## src/rtl/noc_inject_arbiter.sv

```systemverilog
// Round-robin injection arbiter: one holding slot per requester feeding a single
// router host port with a forced idle gap. Define NOC_ARB_PRIO0_EN to give slot 0 absolute priority.
module noc_inject_slot #(
  parameter int W = 8
) (
  input  logic         clk,
  input  logic         rst,
  input  logic [W-1:0] in_data,
  input  logic         in_valid,
  input  logic         clr,
  output logic [W-1:0] data,
  output logic         full
);
  logic [W-1:0] data_q, data_d;
  logic         full_q, full_d;

  // clr only fires on a full slot, and loads only land on an empty one.
  always_comb begin
    data_d = data_q;
    full_d = full_q;
    if (clr) full_d = 1'b0;
    if (in_valid && !full_q) begin
      full_d = 1'b1;
      data_d = in_data;
    end
  end

  always_ff @(posedge clk or posedge rst) begin
    if (rst) begin
      data_q <= '0;
      full_q <= 1'b0;
    end else begin
      data_q <= data_d;
      full_q <= full_d;
    end
  end

  assign data = data_q;
  assign full = full_q;
endmodule

module noc_inject_arbiter #(
  parameter int PACKET_SIZE = 8,
  parameter int NUM_REQ     = 4,
  parameter int GAP_CYCLES  = 2,
  localparam int IDW = (NUM_REQ > 1) ? $clog2(NUM_REQ) : 1
) (
  input  logic                           clk,
  input  logic                           rst,
  input  logic [PACKET_SIZE*NUM_REQ-1:0] req_data,
  input  logic [NUM_REQ-1:0]             req_valid,
  output logic [NUM_REQ-1:0]             req_ready,
  output logic [PACKET_SIZE-1:0]         host_data_in,
  output logic                           host_en,
  output logic [IDW-1:0]                 gnt_id,
  output logic                           busy
);
  localparam int CW = (GAP_CYCLES > 1) ? $clog2(GAP_CYCLES) : 1;

  typedef enum logic [1:0] {IDLE, SEND, GAP} state_t;

  state_t                                state_q, state_d;
  logic [CW-1:0]                         cnt_q, cnt_d;
  logic [IDW-1:0]                        ptr_q, ptr_d;
  logic [IDW-1:0]                        gnt_q, gnt_d;
  logic                                  host_en_q, host_en_d;
  logic [PACKET_SIZE-1:0]                host_data_q, host_data_d;
  logic [NUM_REQ-1:0][PACKET_SIZE-1:0]   slot_data;
  logic [NUM_REQ-1:0]                    full, clr;
  logic                                  win_vld, win_prio;
  logic [IDW-1:0]                        win_idx, cand;

  for (genvar g = 0; g < NUM_REQ; g++) begin : g_slot
    noc_inject_slot #(.W(PACKET_SIZE)) u_slot (
      .clk      (clk),
      .rst      (rst),
      .in_data  (req_data[g*PACKET_SIZE +: PACKET_SIZE]),
      .in_valid (req_valid[g]),
      .clr      (clr[g]),
      .data     (slot_data[g]),
      .full     (full[g])
    );
  end

  assign req_ready = ~full;

  // Rotating search from ptr+1; the first full slot encountered wins.
  always_comb begin
    win_vld  = 1'b0;
    win_idx  = '0;
    win_prio = 1'b0;
    cand     = '0;
    for (int k = 0; k < NUM_REQ; k++) begin
      cand = IDW'((int'(ptr_q) + 1 + k) % NUM_REQ);
      if (!win_vld && full[cand]) begin
        win_vld = 1'b1;
        win_idx = cand;
      end
    end
`ifdef NOC_ARB_PRIO0_EN
    if (full[0]) begin
      win_vld  = 1'b1;
      win_idx  = '0;
      win_prio = 1'b1;
    end
`endif
  end

  always_ff @(posedge clk or posedge rst) begin
    if (rst) begin
      state_q     <= IDLE;
      cnt_q       <= '0;
      ptr_q       <= IDW'(NUM_REQ - 1);
      gnt_q       <= '0;
      host_en_q   <= 1'b0;
      host_data_q <= '0;
    end else begin
      state_q     <= state_d;
      cnt_q       <= cnt_d;
      ptr_q       <= ptr_d;
      gnt_q       <= gnt_d;
      host_en_q   <= host_en_d;
      host_data_q <= host_data_d;
    end
  end

  always_comb begin
    state_d = state_q;
    cnt_d   = cnt_q;
    case (state_q)
      IDLE: if (win_vld) state_d = SEND;
      SEND: begin
        if (GAP_CYCLES == 0) begin
          state_d = IDLE;
        end else begin
          state_d = GAP;
          cnt_d   = '0;
        end
      end
      GAP: begin
        if (cnt_q == CW'(GAP_CYCLES - 1)) state_d = IDLE;
        else                              cnt_d   = cnt_q + CW'(1);
      end
      default: state_d = IDLE;
    endcase
  end

  // Outputs are registered at the grant edge; a priority grant leaves ptr alone.
  always_comb begin
    host_en_d   = 1'b0;
    host_data_d = '0;
    gnt_d       = gnt_q;
    ptr_d       = ptr_q;
    clr         = '0;
    if (state_q == IDLE && win_vld) begin
      host_en_d    = 1'b1;
      host_data_d  = slot_data[win_idx];
      gnt_d        = win_idx;
      clr[win_idx] = 1'b1;
      if (!win_prio) ptr_d = win_idx;
    end
  end

  assign host_en      = host_en_q;
  assign host_data_in = host_data_q;
  assign gnt_id       = gnt_q;
  assign busy         = (state_q != IDLE) || (|full);
endmodule

```

## config.mk

```make
export PLATFORM = sky130hd
export DESIGN_NAME = noc_inject_arbiter
export DESIGN_NICKNAME = d
export VERILOG_FILES = /design/src/rtl/noc_inject_arbiter.sv
export SDC_FILE = /design/constraint.sdc
export NUM_CORES = 1
export LEC_CHECK = 0
export CAP_MARGIN = 5
export CELL_PAD_IN_SITES_DETAIL_PLACEMENT = 2
export CELL_PAD_IN_SITES_GLOBAL_PLACEMENT = 2
export CORE_ASPECT_RATIO = 1.2
export CORE_MARGIN = 2
export CORE_UTILIZATION = 36
export DETAILED_ROUTE_END_ITERATION = 7
export GPL_TIMING_DRIVEN = 0
export PLACE_DENSITY_LB_ADDON = 0.1
export SYNTH_ARGS = -nofsm -noshare
export SYNTH_HDL_FRONTEND = slang
export SYNTH_HIERARCHICAL = 1
export SYNTH_SLANG_ARGS = --single-unit
```

## constraint.sdc

```tcl
create_clock -name clk -period 3.7 [get_ports clk]
set_clock_uncertainty 0.15 [all_clocks]
set_input_delay 0.37 -clock clk [delete_from_list [all_inputs] [get_ports clk]]
set_output_delay 0.37 -clock clk [all_outputs]
set_load 0.05 [all_outputs]
```

# Word-level counts from Yosys, hierarchy flattened
# Cells that the tools add are included.
# Widths: inputs -> output; s select.
[totals] word_cells=92 regBits=52
[op_classes] bitwise=1 eq_ne=4 n_mux=36 reduce_logical=26 order_cmp=6 n_addsub=5
[op_table] cell="$mux 1" n=19
[op_table] cell="$bmux 8 s2" n=1
[op_table] cell="$mux 8" n=2
[op_table] cell="$lt 2x3->1 const B" n=5
[op_table] cell="$mux 2" n=6
[op_table] cell="$reduce_bool 2->1" n=6
[op_table] cell="$logic_and 1x1->1" n=9
[op_table] cell="$bmux 1 s2" n=4
[op_table] cell="$logic_not 1->1" n=7
[op_table] cell="$add 2x2->2 const B" n=3
[op_table] cell="$pmux 2 s3" n=1
[op_table] cell="$mux 4" n=1
[op_table] cell="$ne 2x2->1 const B" n=2
[op_table] cell="$not 4->4" n=1
[op_table] cell="$reduce_or 4->1" n=1
[op_table] cell="$add 2x1->2 const B" n=1
[op_table] cell="$demux 1 s2" n=1
[op_table] cell="$eq 2x1->1 const B" n=1
[op_table] cell="$eq 2x2->1 const B" n=1
[op_table] cell="$ge 2x1->1 const B" n=1
[op_table] cell="$logic_not 2->1" n=1
[op_table] cell="$pmux 1 s2" n=1
[op_table] cell="$reduce_and 2->1" n=1
[op_table] cell="$add 1x1->1 const B" n=1
[op_table] cell="$logic_or 1x1->1" n=1

# Longest topological paths before layout
# Gate-level depths: netlist of the first run.
[depth] word_depth=20 mapped_depth=7 mapped_depth_nobuf=7

# By module
# Netlist of the first run, hierarchy kept.
[by_module_without_submodules] module="noc_inject_slot" n_inst=4 cells_per_inst=22 area_per_inst_um2=377.9
[by_module_without_submodules] module="noc_inject_arbiter" n_inst=1 cells_per_inst=89 area_per_inst_um2=898.4

# Worst setup path after synthesis of the first run
# Ideal clock, no wire load.
[synth_path] path_type="flip-flop to flip-flop" start="register g_slot[1].u_slot.full_q" end="register host_data_q[0] (netlist: host_data_in[0])" slack_ps=1648 stages_incl_launch_ff=7 required_ps=3413 arrival_time_ps=1765 setup_ps=137 path_cell_list="dfrtp_1 inv_1 o21ai_0 a211oi_2 buf_4 mux2i_1 o22ai_1"
[synth_via] elab_chain_cells=15 word_cells_on_any_way=26
[synth_lines] item="from (decl)" line_no="15" rtl="logic full_q, full_d;"
[synth_lines] item="from (signal assigned)" line_no="34" rtl="full_q <= full_d;"
[synth_lines] item="$bmux 1 s2" line_no="95" rtl="if (!win_vld && full[cand]) begin"
[synth_lines] item="$mux 1 (implied by the code)" line_no="95"
[synth_lines] item="$mux 1" line_no="95"
[synth_lines] item="$logic_not 1->1" line_no="95"
[synth_lines] item="$logic_and 1x1->1" line_no="95"
[synth_lines] item="$mux 1" line_no="95"
[synth_lines] item="$logic_not 1->1" line_no="95"
[synth_lines] item="$logic_and 1x1->1" line_no="95"
[synth_lines] item="$mux 1" line_no="95"
[synth_lines] item="$logic_not 1->1" line_no="95"
[synth_lines] item="$logic_and 1x1->1" line_no="95"
[synth_lines] item="$mux 2" line_no="95"
[synth_lines] item="$bmux 8 s2" line_no="157" rtl="host_data_d = slot_data[win_idx];"
[synth_lines] item="$mux 8 (implied by the code)" line_no="157"
[synth_lines] item="$mux 8 *" line_no="155" rtl="if (state_q == IDLE && win_vld) begin"
[synth_lines] item="named net host_data_d[0]" line_no="67" rtl="logic [PACKET_SIZE-1:0] host_data_q, host_data_d;"
[synth_lines] item="to (signal assigned)" line_no="123" rtl="host_data_q <= host_data_d;"
[synth_lines] item="to (decl)" line_no="67"
# The timed path passes the listed nets; every way through them passes the cells marked *. The select of a mux whose other input is x is not followed.
# A chain may end at the register's enable or synchronous reset.

# Worst setup path after layout of the first run
[layout_path] start="register g_slot[3].u_slot.full_q" end="output port busy"
[layout_via] elab_chain_cells=2
[layout_lines] item="from (decl)" line_no="15"
[layout_lines] item="from (signal assigned)" line_no="34"
[layout_lines] item="$reduce_or 4->1" line_no="167" rtl="assign busy = (state_q != IDLE) || (|full);"
[layout_lines] item="$logic_or 1x1->1" line_no="167"
[layout_lines] item="to (decl)" line_no="56" rtl="output logic busy"
# No other way between the ends.

==> results by group, run 1 <==
Place
  – Hpwl dp: 4.709 mm
  – Final GP Congestion: 0.7458
  – Port Buf Inserts: 53
  – Dpl cells: 315

Floorplanning
  – Site Rows: 32
  – Core ar.: 6446 um^2
  – I/O pin total: 54
  – Effective utilization at floorplan: 0.3738
  – Die width: 78.69 um
  – Die Span Y: 93.63 um
  – Die area: 7367 um^2

Global route
  – First-pass GRT wire length: 10.03 mm
  – GRT Total Usage: 0.1831
  – Largest net degree at the start of global routing: 17
  – Initial antenna violation count: 0
  – Total gr overflow: 0
  – Vias in the first global route: 1952

Synth
  – Syn avg cell area: 13.61 um^2
  – Synth unique cells: 24
  – Synth Warn #: 6
  – Synthesized Nets: 219
  – Mapped Area: about 2400 um^2
  – Synthesis-stage register bit count: 52
  – Post-synthesis cell count: 177
  – Post-synthesis sequential area ratio: 0.5410

STA
  – Achievable Freq: between 300 and 400 MHz
  – Final Hold Vio Count: 0
  – Setup TNS: 0 ns
  – RSZ-0062 raised after global routing: false
  – Measured slew at the worst slew-check pin: 0.6430 ns
  – Setup violators final: 0
  – Fin crit share: 0.7547
  – Tmin final: 2.792 ns
  – Max-slew violations: 0
  – Relative slew slack: 0.5674

Power and ir drop
  – Leak pwr: approximately 1.5 nW
  – Power Density: between 900 and 1000 nW/um^2
  – Power Total: 2.926 mW
  – Peak VDD IR: 0.0003565 V

Critical path
  – Slowest CP cell: clkdlybuf4s50_1
  – CP cell instances: nor4_1 > nand2_1 > clkdlybuf4s50_1
  – R2R Setup Slk: 1.39 ns
  – Max stage delay on crit path: 0.72 ns
  – Arr. time, crit path: 2.27 ns
  – CP endpoint kind: primary output
  – Worst-path fanout max: 8
  – Buf+Inv Stages, Crit Path: 1
  – Worst EP required: 3.18 ns
  – Critical path class: reg2out
  – CP Launch Type: register
  – Crit-path leading delay family: simple AND/OR/NAND/NOR gates

Clocking
  – CTS hold repair buffers: 0
  – CTS Buf Count: 5
  – Setup repair bufs after CTS: 0
  – Clock transition at the registers of the reported paths: approximately 0.090 ns
  – CTS resizes: 0
  – Clock latency at the later pin of the worst-skew pair: just over 0.3 ns
  – CTS tree: yes
  – H-tree depth: 2
  – CTS sink count: 52
  – Worst-case clock buffer depth: 2
  – Clk root buf: clkbuf_8

Detailed routing
  – Drt first pass iters: 3
  – Post-route ant nets: 0
  – Post-DR wirelength/cell: ~19 um
  – DRT iter0 DRCs: 28
  – DRC: 0
  – Vias: about 1600
  – Post-Route WL: 6.172 mm
  – Vias per inst: 4.895

Cells and area
  – Multi-input gate area: 982.2 um^2
  – Synthesis-to-finish area growth: 31.67%
  – Fillers: between 600 and 700
  – Layout cells sized above 1: 0.2311
  – Number of diodes: 0
  – Finished Layout Cells: 323
  – Final net count: between 200 and 300
  – FF/Latch Area: around 1300 um^2

Status
  – Status: complete, no violations

Job
  – Max Cap Viol: 0

Min path
  – Hold WC Path Type: in2async
flip-flops by register name (all words and copies together), names as in the netlist:
name and count:
g_slot.u_slot/data 32, host_data_in 8, g_slot.u_slot/full 4, gnt_id 2, ptr_q 2, state_q 2, cnt_q 1, host_en 1
power by group:
| part | leakage (nW) | total (mW) | switching, mW | internal (mW) |
|---|---|---|---|---|
| Combinational | 0.774 | 1.46 | 0.757 | 0.705 |
| Clock | 0.0645 | 0.427 | 0.188 | 0.239 |
| Sequential | 0.621 | 1.04 | 0.189 | 0.849 |
cell usage after synthesis:
library cell | n | share of area
dfstp_2 | 2 | 0.022
clkbuf_1 | 1 | 0.0016
o22ai_1 | 8 | 0.021
buf_6 | 5 | 0.023
nand2_1 | 4 | 0.0062
a211oi_1 | 1 | 0.0031
mux2_4 | 32 | 0.20
nor2b_1 | 1 | 0.0026
buf_4 | 1 | 0.0031
o221ai_1 | 1 | 0.0036
o211ai_1 | 1 | 0.0031
a211oi_2 | 1 | 0.0052
mux2_2 | 1 | 0.0047
dfrtp_1 | 50 | 0.52
nor4_1 | 1 | 0.0026
mux2i_1 | 16 | 0.066
nand2b_1 | 3 | 0.0078
ha_1 | 4 | 0.021
nor2b_2 | 4 | 0.015
a21oi_1 | 8 | 0.017
or2_2 | 1 | 0.0026
inv_1 | 15 | 0.023
nor2_1 | 11 | 0.017
o21ai_0 | 5 | 0.010
final timing paths:
kind / start / to / cells past startpoint
min in group clk: g_slot[3].u_slot/data[1] / g_slot[3].u_slot/data[1] / 1
worst max register to register: g_slot[3].u_slot/full / g_slot[1].u_slot/full / 5
worst min register to register: g_slot[3].u_slot/data[1] / g_slot[3].u_slot/data[1] / 1
worst min-delay path: rst / g_slot[1].u_slot/data[5] / 2
worst max-delay path: g_slot[3].u_slot/full / busy / 3
max in group asynchronous: rst / host_data_in[2] / 2
cells by family after synthesis:
group | synth area share
AOI/OAI and AO/OA | 0.06283
DFF | 0.5410
adders and majority gates | 0.02077
buffers and inverters | 0.05140
and+or+nand+nor | 0.05348
muxes | 0.2705
per-layer routing:
metal | up-vias | track usage | part of all wire
met3 | 16 | 0.03282 | 0.032
met4 | 0 | 0.07895 | 0.034
li1 | 724 | - | -
met1 | 799 | 0.2016 | 0.39
met2 | 42 | 0.3405 | 0.55
met5 | - | 0 | 0
placed cells by master (no fill, tap or decap), types with 2 or more instances in the layout:
cell,instances
a21oi_1,8
buf_6,5
clkbuf_8,7
clkdlybuf4s50_1,53
dfrtp_1,50
dfstp_2,2
ha_1,4
inv_1,15
mux2_4,32
mux2i_1,16
nand2_1,4
nand2b_1,3
nor2_1,11
nor2b_2,4
o21ai_0,5
o22ai_1,8
per-stage QoR:
step	instance area, um^2	hold WS (ns)	setup WS (ns)	utilization
after floorplan	2410	0.04792	1.648	-
after global placement	3047	0.3400	1.307	0.4726
after detailed placement	3047	0.3460	1.190	0.4726
after CTS	3173	0.3041	0.8309	0.4922
after global routing	3173	0.3400	0.7875	0.4922
final	3173	0.3088	0.9077	0.4922
cell type report:
type,count,share of cell area
Clock inverter,1,0.009464
Multi-Input combinational cell,103,0.3095
Buffer,7,0.02129
Clock buffer,7,0.03036
Sequential cell,52,0.4109
Tap cell,85,0.03352
Timing Repair Buffer,53,0.1672
Inverter,15,0.01774
Note: power is estimated with default switching activity, not from simulation.
==> run 2, diff against run 1 <==
--- a/config.mk
+++ b/config.mk
@@ -10,7 +10,7 @@
 export CELL_PAD_IN_SITES_GLOBAL_PLACEMENT = 2
 export CORE_ASPECT_RATIO = 1.2
 export CORE_MARGIN = 2
-export CORE_UTILIZATION = 36
+export CORE_UTILIZATION = 30
 export DETAILED_ROUTE_END_ITERATION = 7
 export GPL_TIMING_DRIVEN = 0
 export PLACE_DENSITY_LB_ADDON = 0.1
==> constraint.sdc (replaced) <==
create_clock -name clk -period 2.5 [get_ports clk]
set_clock_uncertainty 0.15 [all_clocks]
set_input_delay 0.25 -clock clk [delete_from_list [all_inputs] [get_ports clk]]
set_output_delay 0.25 -clock clk [all_outputs]
set_load 0.05 [all_outputs]
==> results by group, run 2 (same netlist as run 1, synthesis figures left out) <==
Floorplanning
  – Core ar.: 7751 um^2 (+20%)
  – I/O pin total: 54 (unchanged)
  – Effective utilization at floorplan: 0.3109 (-0.06294)
  – Die Span Y: 102.2 um (+9.1%)
  – Site Rows: 35 (+9.4%)
  – Die area: 8769 um^2 (+19%)
  – Die width: 85.82 um (+9.1%)

Cells and area
  – Leading cell type in the layout, fill and taps excluded: clkdlybuf4s50_1
  – Final net count: 279 (unchanged)
  – Most frequent cells in the layout: 52 x clkdlybuf4s50_1, 50 x dfrtp_1, 32 x mux2_4, 16 x mux2i_1, 15 x inv_1
  – Largest register FFs: 32 (unchanged)
  – Number of diodes: 0 (unchanged)
  – Layout cells sized above 1: 0.2353 (+0.004202)
  – Final instance area: 3158 um^2 (-0.47%)
  – Fillers: 809 (+28%)
  – Synthesis-to-finish area growth: 31.05%
  – Finished Layout Cells: 330 (+2.2%)

Critical path
  – R2R Setup Slk: 0.34 ns (-1.05 ns)
  – Launch point of the worst reg-to-reg path: ptr_q[0]
  – CP endpoint kind: register
  – Worst R2R End: host_data_in[3]
  – Worst setup path start: ptr_q[0]
  – Worst-path fanout max: 10 (+2)
  – Worst EP required: 2.53 ns (-0.65 ns)
  – Arr. time, crit path: 2.19 ns (-0.08 ns)
  – Critical path class: reg2reg
  – Worst r2r path cells: 6 (+1)
  – CP Launch Type: register

Status
  – Failing checks: DRC
  – Status: finished with violations

Clocking
  – Clock transition at the registers of the reported paths: 0.11 ns (+0.02 ns)
  – CTS Buf Count: 5 (unchanged)
  – H-tree depth: 2 (unchanged)
  – Clock latency at the later pin of the worst-skew pair: 0.31 ns (about the same)
  – Worst-case clock buffer depth: 2 (unchanged)
  – CTS sink count: 52 (unchanged)
  – Setup repair bufs after CTS: 0 (unchanged)
  – Clk root buf: clkbuf_8
  – CTS tree: yes

Detailed routing
  – Post-route ant nets: 0 (unchanged)
  – Post-Route WL: 5.744 mm (-6.9%)
  – Post-DR wirelength/cell: 17.41 um (-8.9%)
  – DRC: 4 (+4)
  – DRT iter0 DRCs: 64 (+130%)
  – Drt first pass iters: 8 (+5)
  – Vias: 1531 (-3.2%)
  – Vias per inst: 4.639 (-5.2%)

Power and ir drop
  – Leak pwr: 1.440 nW (-1.3%)
  – Power Density: 1319 nW/um^2 (+43%)
  – Peak VDD IR: 0.0005094 V (+43%)

Global route
  – Largest net degree at the start of global routing: 19 (+2)
  – First-pass GRT wire length: 9.108 mm (-9.2%)
  – Initial antenna violation count: 0 (unchanged)
  – GRT Total Usage: 0.1375 (-0.04560)
  – Vias in the first global route: 1737 (-11%)
  – Total gr overflow: 0 (unchanged)

Place
  – Dpl cells: 322 (+2.2%)
  – Hpwl dp: 4.368 mm (-7.3%)
  – Placed inst area: 3055 um^2 (+0.29%)
  – Final GP Congestion: 0.7325 (-1.8%)
  – Port Buf Inserts: 53 (unchanged)

STA
  – Final Hold Vio Count: 0 (unchanged)
  – RSZ-0062 raised after global routing: false
  – Tmin final: 2.160 ns
  – Relative slew slack: 0.5411 (-0.02627)
  – Measured slew at the worst slew-check pin: 0.6876 ns (+0.04458 ns)
  – Fin crit share: 0.8639
  – Achievable Freq: 463.0 MHz
  – Max-slew violations: 0 (unchanged)
  – Setup TNS: 0 ns (unchanged)
  – Setup violators final: 0 (unchanged)

Job
  – Max Cap Viol: 0 (unchanged)

Min path
  – Hold WC Path Type: in2async
## run 2: area by class of cell
class                   count  area [um^2]  area share
plain buffers               7        67.56     0.02139
clock buffers               5        68.82     0.02179
clock inverters             3        25.02    0.007924
inverters                  15        56.30     0.01783
multi-input cells         103        988.4      0.3130
flip-flops and latches     52         1304      0.4128
well taps                  92        115.1     0.03645
repair buffers             53        533.0      0.1688
## run 2: timing repair
action                                  CTS  global route
endpoints found under the setup margin    1             1
gates resized for setup                   1             1
pin swaps                                 0             0
hold buffers                              0             0
## run 2: layer usage
layer	up-vias	wire length (um)	GRT usage	part of all wire
li1	725	-	-	-
met1	769	2713	0.1834	0.47
met2	32	2775	0.2272	0.48
met3	5	179	0.02342	0.031
met4	0	77	0.04762	0.013
met5	-	0	0	0
## run 2: power by group
group	internal (mW)	total, mW	switching, mW
combinational	1.04	2.13	1.09
clock	0.205	0.510	0.305
sequential	1.25	1.52	0.270
## run 2: critical path, cell delays in order, from the launching register on
cell      delay, ns
dfstp_2        0.55
nand2b_1       0.12
o21ai_0        0.11
a211oi_2       0.42
buf_6          0.24
mux2i_1        0.31
o22ai_1        0.12
## run 2: how the worst max path moves through the flow
stage / end
after detailed placement: busy
after global placement: busy
after CTS: busy
after floorplan: host_data_in[0]
after global routing: g_slot[0].u_slot/full
final: host_data_in[3]
## run 2: metrics by stage
step	util	power (mW)	hold slack, ns	setup slack (ns)
5_1_grt	0.4074	4.456	0.2402	0.1636
6_report	0.4074	4.165	0.1784	0.3402
3_3_place_gp	0.3942	3.644	0.3414	0.2955
3_5_place_dp	0.3942	3.695	0.3458	0.2839
4_1_cts	0.4071	4.245	0.1939	0.04021
2_1_floorplan	-	3.062	-0.07208	0.4482
